--- src/rtl/uart_tx_fifo.sv ---
// uart_tx_fifo: memory-mapped transmit buffer between the core store path and
// a UART transmitter. Software pushes bytes into a DEPTH-entry FIFO through
// DATA. A small drain FSM hands them to the UART one at a time, using the
// UART's write_enable/busy handshake.
//
// Register block at BASE_ADDR:
//   +0 DATA   (W)  push write_data[7:0]; reads 0
//   +4 STATUS (R)  [0] full, [1] empty, [2] overflow (sticky), [3] draining,
//                  [16:8] count
//   +8 CTRL   (W)  bit0 flush FIFO, bit1 clear overflow; reads 0
//
// Ports:
//   clk, rst              clock, synchronous active-high reset
//   address, write_data   core data address / store data
//   write_enable          core store strobe
//   read_data             combinational register readback
//   uart_data             byte presented to the UART (held between launches)
//   uart_write_enable     one-cycle launch strobe to the UART
//   uart_busy             UART transmitter busy
module uart_tx_fifo #(
    parameter int unsigned DEPTH        = 16,
    parameter logic [31:0] BASE_ADDR    = 32'h1002_0000,
    parameter int unsigned BUSY_TIMEOUT = 4
) (
    input  logic        clk,
    input  logic        rst,
    input  logic [31:0] address,
    input  logic [31:0] write_data,
    input  logic        write_enable,
    output logic [31:0] read_data,
    output logic [7:0]  uart_data,
    output logic        uart_write_enable,
    input  logic        uart_busy
);
    localparam int PTR_W = $clog2(DEPTH);
    localparam int CNT_W = PTR_W + 1;
    localparam int TMO_W = $clog2(BUSY_TIMEOUT + 1);
    localparam logic [CNT_W-1:0] DEPTH_C   = CNT_W'(DEPTH);
    localparam logic [TMO_W-1:0] TMO_LAST  = TMO_W'(BUSY_TIMEOUT - 1);
    localparam logic [31:0]      ADDR_DATA = BASE_ADDR;
    localparam logic [31:0]      ADDR_STAT = BASE_ADDR + 32'd4;
    localparam logic [31:0]      ADDR_CTRL = BASE_ADDR + 32'd8;

    typedef enum logic [1:0] {IDLE, LAUNCH, WAIT_BUSY, WAIT_IDLE} state_e;

    state_e           state_q, state_d;
    logic [PTR_W-1:0] head_q, head_d, tail_q, tail_d;
    logic [CNT_W-1:0] count_q, count_d;
    logic [TMO_W-1:0] tmo_q, tmo_d;
    logic             ovf_q, ovf_d;
    logic [7:0]       uart_data_q, uart_data_d;
    logic             uart_we_q, uart_we_d;
    logic [7:0]       mem_q [DEPTH];

    logic sel_data, sel_ctrl, flush, ovf_clr;
    logic full, empty, push_ok, push_drop, pop;
    logic unused_wdata;

    assign unused_wdata = ^write_data[31:8];

    assign sel_data  = write_enable && (address == ADDR_DATA);
    assign sel_ctrl  = write_enable && (address == ADDR_CTRL);
    assign flush     = sel_ctrl && write_data[0];
    assign ovf_clr   = sel_ctrl && write_data[1];
    assign full      = (count_q == DEPTH_C);
    assign empty     = (count_q == '0);
    // Fullness is judged on the pre-edge count, so a same-cycle pop never
    // rescues a push into a full FIFO.
    assign push_ok   = sel_data && !full && !flush;
    assign push_drop = sel_data && full && !flush;
    assign pop       = (state_q == LAUNCH) && !empty;

    // Drain FSM
    always_comb begin
        state_d     = state_q;
        tmo_d       = tmo_q;
        uart_we_d   = 1'b0;
        uart_data_d = uart_data_q;
        case (state_q)
            IDLE: begin
                if (!empty && !uart_busy) state_d = LAUNCH;
            end
            LAUNCH: begin
                // Count can only be zero here if a flush hit the IDLE->LAUNCH
                // edge; in that case there is nothing to send.
                if (!empty) begin
                    uart_we_d   = 1'b1;
                    uart_data_d = mem_q[head_q];
                    tmo_d       = '0;
                    state_d     = WAIT_BUSY;
                end else begin
                    state_d = IDLE;
                end
            end
            WAIT_BUSY: begin
                if (uart_busy)               state_d = WAIT_IDLE;
                else if (tmo_q == TMO_LAST)  state_d = IDLE;
                else                         tmo_d   = tmo_q + 1'b1;
            end
            WAIT_IDLE: begin
                if (!uart_busy) state_d = IDLE;
            end
            default: state_d = IDLE;
        endcase
    end

    // FIFO bookkeeping; flush overrides push and pop. The launched byte was
    // already captured into uart_data_d above, so it still goes out.
    always_comb begin
        head_d  = head_q;
        tail_d  = tail_q;
        count_d = count_q;
        ovf_d   = ovf_q;
        if (flush) begin
            head_d  = '0;
            tail_d  = '0;
            count_d = '0;
        end else begin
            if (push_ok) tail_d = tail_q + 1'b1;
            if (pop)     head_d = head_q + 1'b1;
            case ({push_ok, pop})
                2'b10:   count_d = count_q + 1'b1;
                2'b01:   count_d = count_q - 1'b1;
                default: count_d = count_q;
            endcase
        end
        if (ovf_clr)   ovf_d = 1'b0;
        if (push_drop) ovf_d = 1'b1;
    end

    always_ff @(posedge clk) begin
        if (rst) begin
            state_q     <= IDLE;
            head_q      <= '0;
            tail_q      <= '0;
            count_q     <= '0;
            tmo_q       <= '0;
            ovf_q       <= 1'b0;
            uart_data_q <= '0;
            uart_we_q   <= 1'b0;
        end else begin
            state_q     <= state_d;
            head_q      <= head_d;
            tail_q      <= tail_d;
            count_q     <= count_d;
            tmo_q       <= tmo_d;
            ovf_q       <= ovf_d;
            uart_data_q <= uart_data_d;
            uart_we_q   <= uart_we_d;
        end
    end

    // Storage needs no reset; occupancy is tracked by count/pointers.
    always_ff @(posedge clk) begin
        if (push_ok) mem_q[tail_q] <= write_data[7:0];
    end

    always_comb begin
        read_data = '0;
        if (address == ADDR_STAT) begin
            read_data[0]          = full;
            read_data[1]          = empty;
            read_data[2]          = ovf_q;
            read_data[3]          = (state_q != IDLE);
            read_data[8 +: CNT_W] = count_q;
        end
    end

    assign uart_data         = uart_data_q;
    assign uart_write_enable = uart_we_q;
endmodule

--- config.mk ---
export PLATFORM = sky130hd
export DESIGN_NAME = uart_tx_fifo
export DESIGN_NICKNAME = d
export VERILOG_FILES = /design/src/rtl/uart_tx_fifo.sv
export SDC_FILE = /design/constraint.sdc
export NUM_CORES = 1
export LEC_CHECK = 0
export CAP_MARGIN = 40
export CORE_MARGIN = 4
export CORE_UTILIZATION = 45
export DETAILED_ROUTE_END_ITERATION = 7
export MAX_ROUTING_LAYER = met4
export PLACE_DENSITY_LB_ADDON = 0.08
export SLEW_MARGIN = 20
export SYNTH_ARGS = -nofsm -noshare
export SYNTH_HDL_FRONTEND = slang
export SYNTH_SLANG_ARGS = --single-unit
--- constraint.sdc ---
create_clock -name clk -period 3.95 [get_ports clk]
set_input_delay 0.5925 -clock clk [delete_from_list [all_inputs] [get_ports clk]]
set_output_delay 0.5925 -clock clk [all_outputs]
set_load 0.005 [all_outputs]
==> flow_summary_export.csv <==
group,metric,value,unit
clock_network,clk_path_buf_depth,2,
global_routing,grt_overflow,0,
final_layout,n_antenna_cell,0,
worst_setup_path,crit_path_max_incr_delay,0.40,ns
final_layout,drive_above_1_share,20.2,%
synthesis,synth-main-ff-cell,"edfxtp_1",
placement,post-place-cells,695,
timing,fmax,0.293,GHz
route,detail-route-antenna-nets,0,
timing,rsz0062_at_grt,"false",
run,maxCapViolations,0,
route,drt-initial-drc-count,274,
timing,fin_tns_setup,0,ns
global_routing,grt_max_degree,29,
route,finalWirelength,13700,µm
timing,slew_headroom,47.7,%
synthesis,synthArstFlopShare,0,%
clock_network,clk_latency,0.42,ns
power_and_ir_drop,powerDensity,417,nW/µm²
synthesis,netlist_area,6760,µm²
final_layout,area_growth,21.1,%
synthesis,ys_seq_elements,156,
synthesis,ys_types,52,
floorplan,fp.dieW,131,µm
synthesis,synth_area_per_cell,15.0,µm²
final_layout,finalNonFillerCells,729,
timing,tightest_slew,0.783,ns
synthesis,ys_seq_area_share,65.2,%
clock_network,post_cts_buffers,0,
outcome,status,"completed",
placement,port-buffer-count,61,
clock_network,htree_levels,4,
timing,clock_skew,0.00590,ns
global_routing,grt_pass1_wl,21900,µm
floorplan,start_util,46.1,%
floorplan,die_height,131,µm
global_routing,grt_antenna_before_repair,0,
power_and_ir_drop,p_leak,2.71,nW
final_layout,ff_latch_area,4410,µm²
timing,hold_violations,0,
final_layout,nFillCells,1213,
worst_setup_path,path_cells,"clkdlybuf4s50_1 > nor4_1 > nand4_1 > nor4_4 > inv_1 > ha_1 > xor2_1 > ha_1 > a211o_1 > a21oi_1 > a221oi_1 > or3_1 > a21oi_1",
timing,setup_viol,0,
clock_network,clock_sinks,156,
placement,dp_hpwl,9350,µm
timing,maxSlewViolCount,0,
synthesis,ys_warn_count,0,
route,drc,0,
route,firstDrtPassIters,4,
clock_network,cts_tree,"built",
route,vias,3880,
hold_path,worstHoldPathType,"reg2reg",
clock_network,post_cts_resized,0,
timing,fin_crit_sh,86.5,%
final_layout,fin_nets,612,
route,post_drt_wl_per_cell,18.7,µm
floorplan,design.die.area,17000,µm²
placement,place_area,7570,µm²
timing,fin_crit,3.42,ns
final_layout,final_area,8180,µm²
worst_setup_path,end_kind,"flip-flop",
worst_setup_path,worst_ep_required_time,4.30,ns
floorplan,ios,109,
synthesis,syn_inst,450,
worst_setup_path,critPathLaunchType,"input port",
global_routing,first_global_vias,4013,
clock_network,path_clk_slew,0.06,ns
clock_network,root_buffer,"clkbuf_16",
route,vias_per_cell,5.32,
floorplan,core,14600,µm²
clock_network,cts-hold-fix-buffers,0,
global_routing,grt_use_total,17.8,%
worst_setup_path,critPathSlowestCell,"clkdlybuf4s50_1",
worst_setup_path,criticalPathCategory,"in2reg",
clock_network,numCtsBuffers,17,
synthesis,synth-edff-count,128,
floorplan,row_count,44,
final_layout,multiInputGateArea,2110,µm²
power_and_ir_drop,irDropWorstVdd,304,µV
worst_setup_path,critPathMaxFanout,7,
placement,place_congestion,0.754,
worst_setup_path,crit_arrival,3.76,ns
timing,timing.hold.ws,0.451,ns
==> cell families after synthesis <==
family                   Yosys count  share of synthesized area [%]
adder cells (fa/ha/maj)           11                           2.04
buffers and inverters             54                           4.80
AO/OA/AOI/OAI                     57                           5.56
flip-flops                       156                           65.2
XOR/XNOR                           8                           1.04
AND/OR/NAND/NOR                  112                           8.87
other                              1                         0.0555
multiplexers                      51                           12.5
==> per-stage QoR <==
step	utilization, %	worst slack [ns]	power, mW
after floorplan	-	0.764	1.84
after global placement	51.7	0.232	1.89
after detailed placement	51.7	0.0867	1.90
after CTS	55.5	0.516	3.44
after global routing	55.9	0.258	3.52
final	55.9	0.535	3.41
==> worst paths after layout <==
| path | startpoint | end | slack [ns] | depth (start not counted) |
|---|---|---|---|---|
| worst max-delay path | address[1] | count_q[4] | 0.53 | 13 |
| worst min-delay path | tmo_q[2] | tmo_q[2] | 0.45 | 2 |
| worst max register to register | count_q[2] | count_q[4] | 0.74 | 11 |
| worst min register to register | tmo_q[2] | tmo_q[2] | 0.45 | 2 |
==> synth_stat cells (2+ instances only) <==
cell         n  area share (%)
a21oi_1     15             1.1
a2bb2oi_1    2            0.26
and2_1       7            0.65
and3_1       3            0.28
buf_1        3            0.17
buf_2       10            0.74
buf_4       25             2.8
buf_6        2            0.33
clkbuf_1     6            0.33
dfxtp_1     28             8.3
edfxtp_1   128              57
ha_1        11             2.0
inv_1        7            0.39
mux2_2      15             2.5
mux2i_1     11             1.6
mux4_2      25             8.3
nand2_1     19             1.1
nand2b_1     5            0.46
nand4_1      5            0.46
nor2_1      37             2.1
nor2b_1      8            0.74
nor3_1       7            0.52
nor4_1       6            0.56
o21ai_0     13            0.96
o221ai_1     7            0.91
o22ai_1      9            0.83
o2bb2ai_1    2            0.26
or2_2        2            0.19
or3_1        3            0.28
xnor2_1      4            0.52
xor2_1       4            0.52
==> metal layers <==
layer / vias to the layer above / GRT usage (%) / share of wire (%)
li1: 1843 / - / -
met1: 1902 / 23.6 / 46
met2: 119 / 27.4 / 48
met3: 16 / 4.07 / 5.1
met4: 0 / 5.81 / 1.3
met5: - / - / 0
==> cell usage in the layout, fill, tap and decap left out, types with 4 or more instances in the layout <==
cell             count
nand2b_1             5
o22ai_1              9
nor3_1               7
mux2i_1             11
nor2b_1              8
nand2_1             19
mux2_2              15
clkbuf_16           17
buf_4               24
dfxtp_1             27
and2_1               7
nand4_1              5
a21oi_1             15
o21ai_0             13
xor2_1               4
inv_1                7
conb_1              23
nor2_1              37
ha_1                11
mux4_2              25
edfxtp_1           128
xnor2_1              4
nor4_1               6
o221ai_1             7
clkdlybuf4s50_1     61
==> sequential cells by signal (all words and copies together), names as in the netlist <==
| register | flops |
|---|---|
| count_q | 5 |
| head_q | 4 |
| mem_q | 128 |
| ovf_q | 1 |
| state_q | 2 |
| tail_q | 4 |
| tmo_q | 3 |
| uart_data | 8 |
| uart_write_enable | 1 |
==> final cells by class <==
class | instances | share of cell area, %
Clock buffer | 17 | 5.20
Clock inverter | 14 | 1.68
Inverter | 8 | 0.367
Multi-Input combinational cell | 262 | 25.8
Sequential cell | 156 | 53.9
Tap cell | 184 | 2.81
Timing Repair Buffer | 88 | 10.3
==> power breakdown <==
| part | internal [mW] | switching [mW] |
|---|---|---|
| clock network | 0.879 | 0.668 |
| logic | 0.0424 | 0.0419 |
| registers | 1.78 | 0.000000000122 |
| total | 2.70 | 0.710 |
==> critical path: cells and delay by family <==
kind,cells,cell delay [ns]
compound gates,4,0.64
xor+xnor,1,0.17
fa+ha+maj,2,0.52
buf+inv,2,0.51
simple gates,4,1.31
Note: power is estimated with default switching activity, not from simulation.
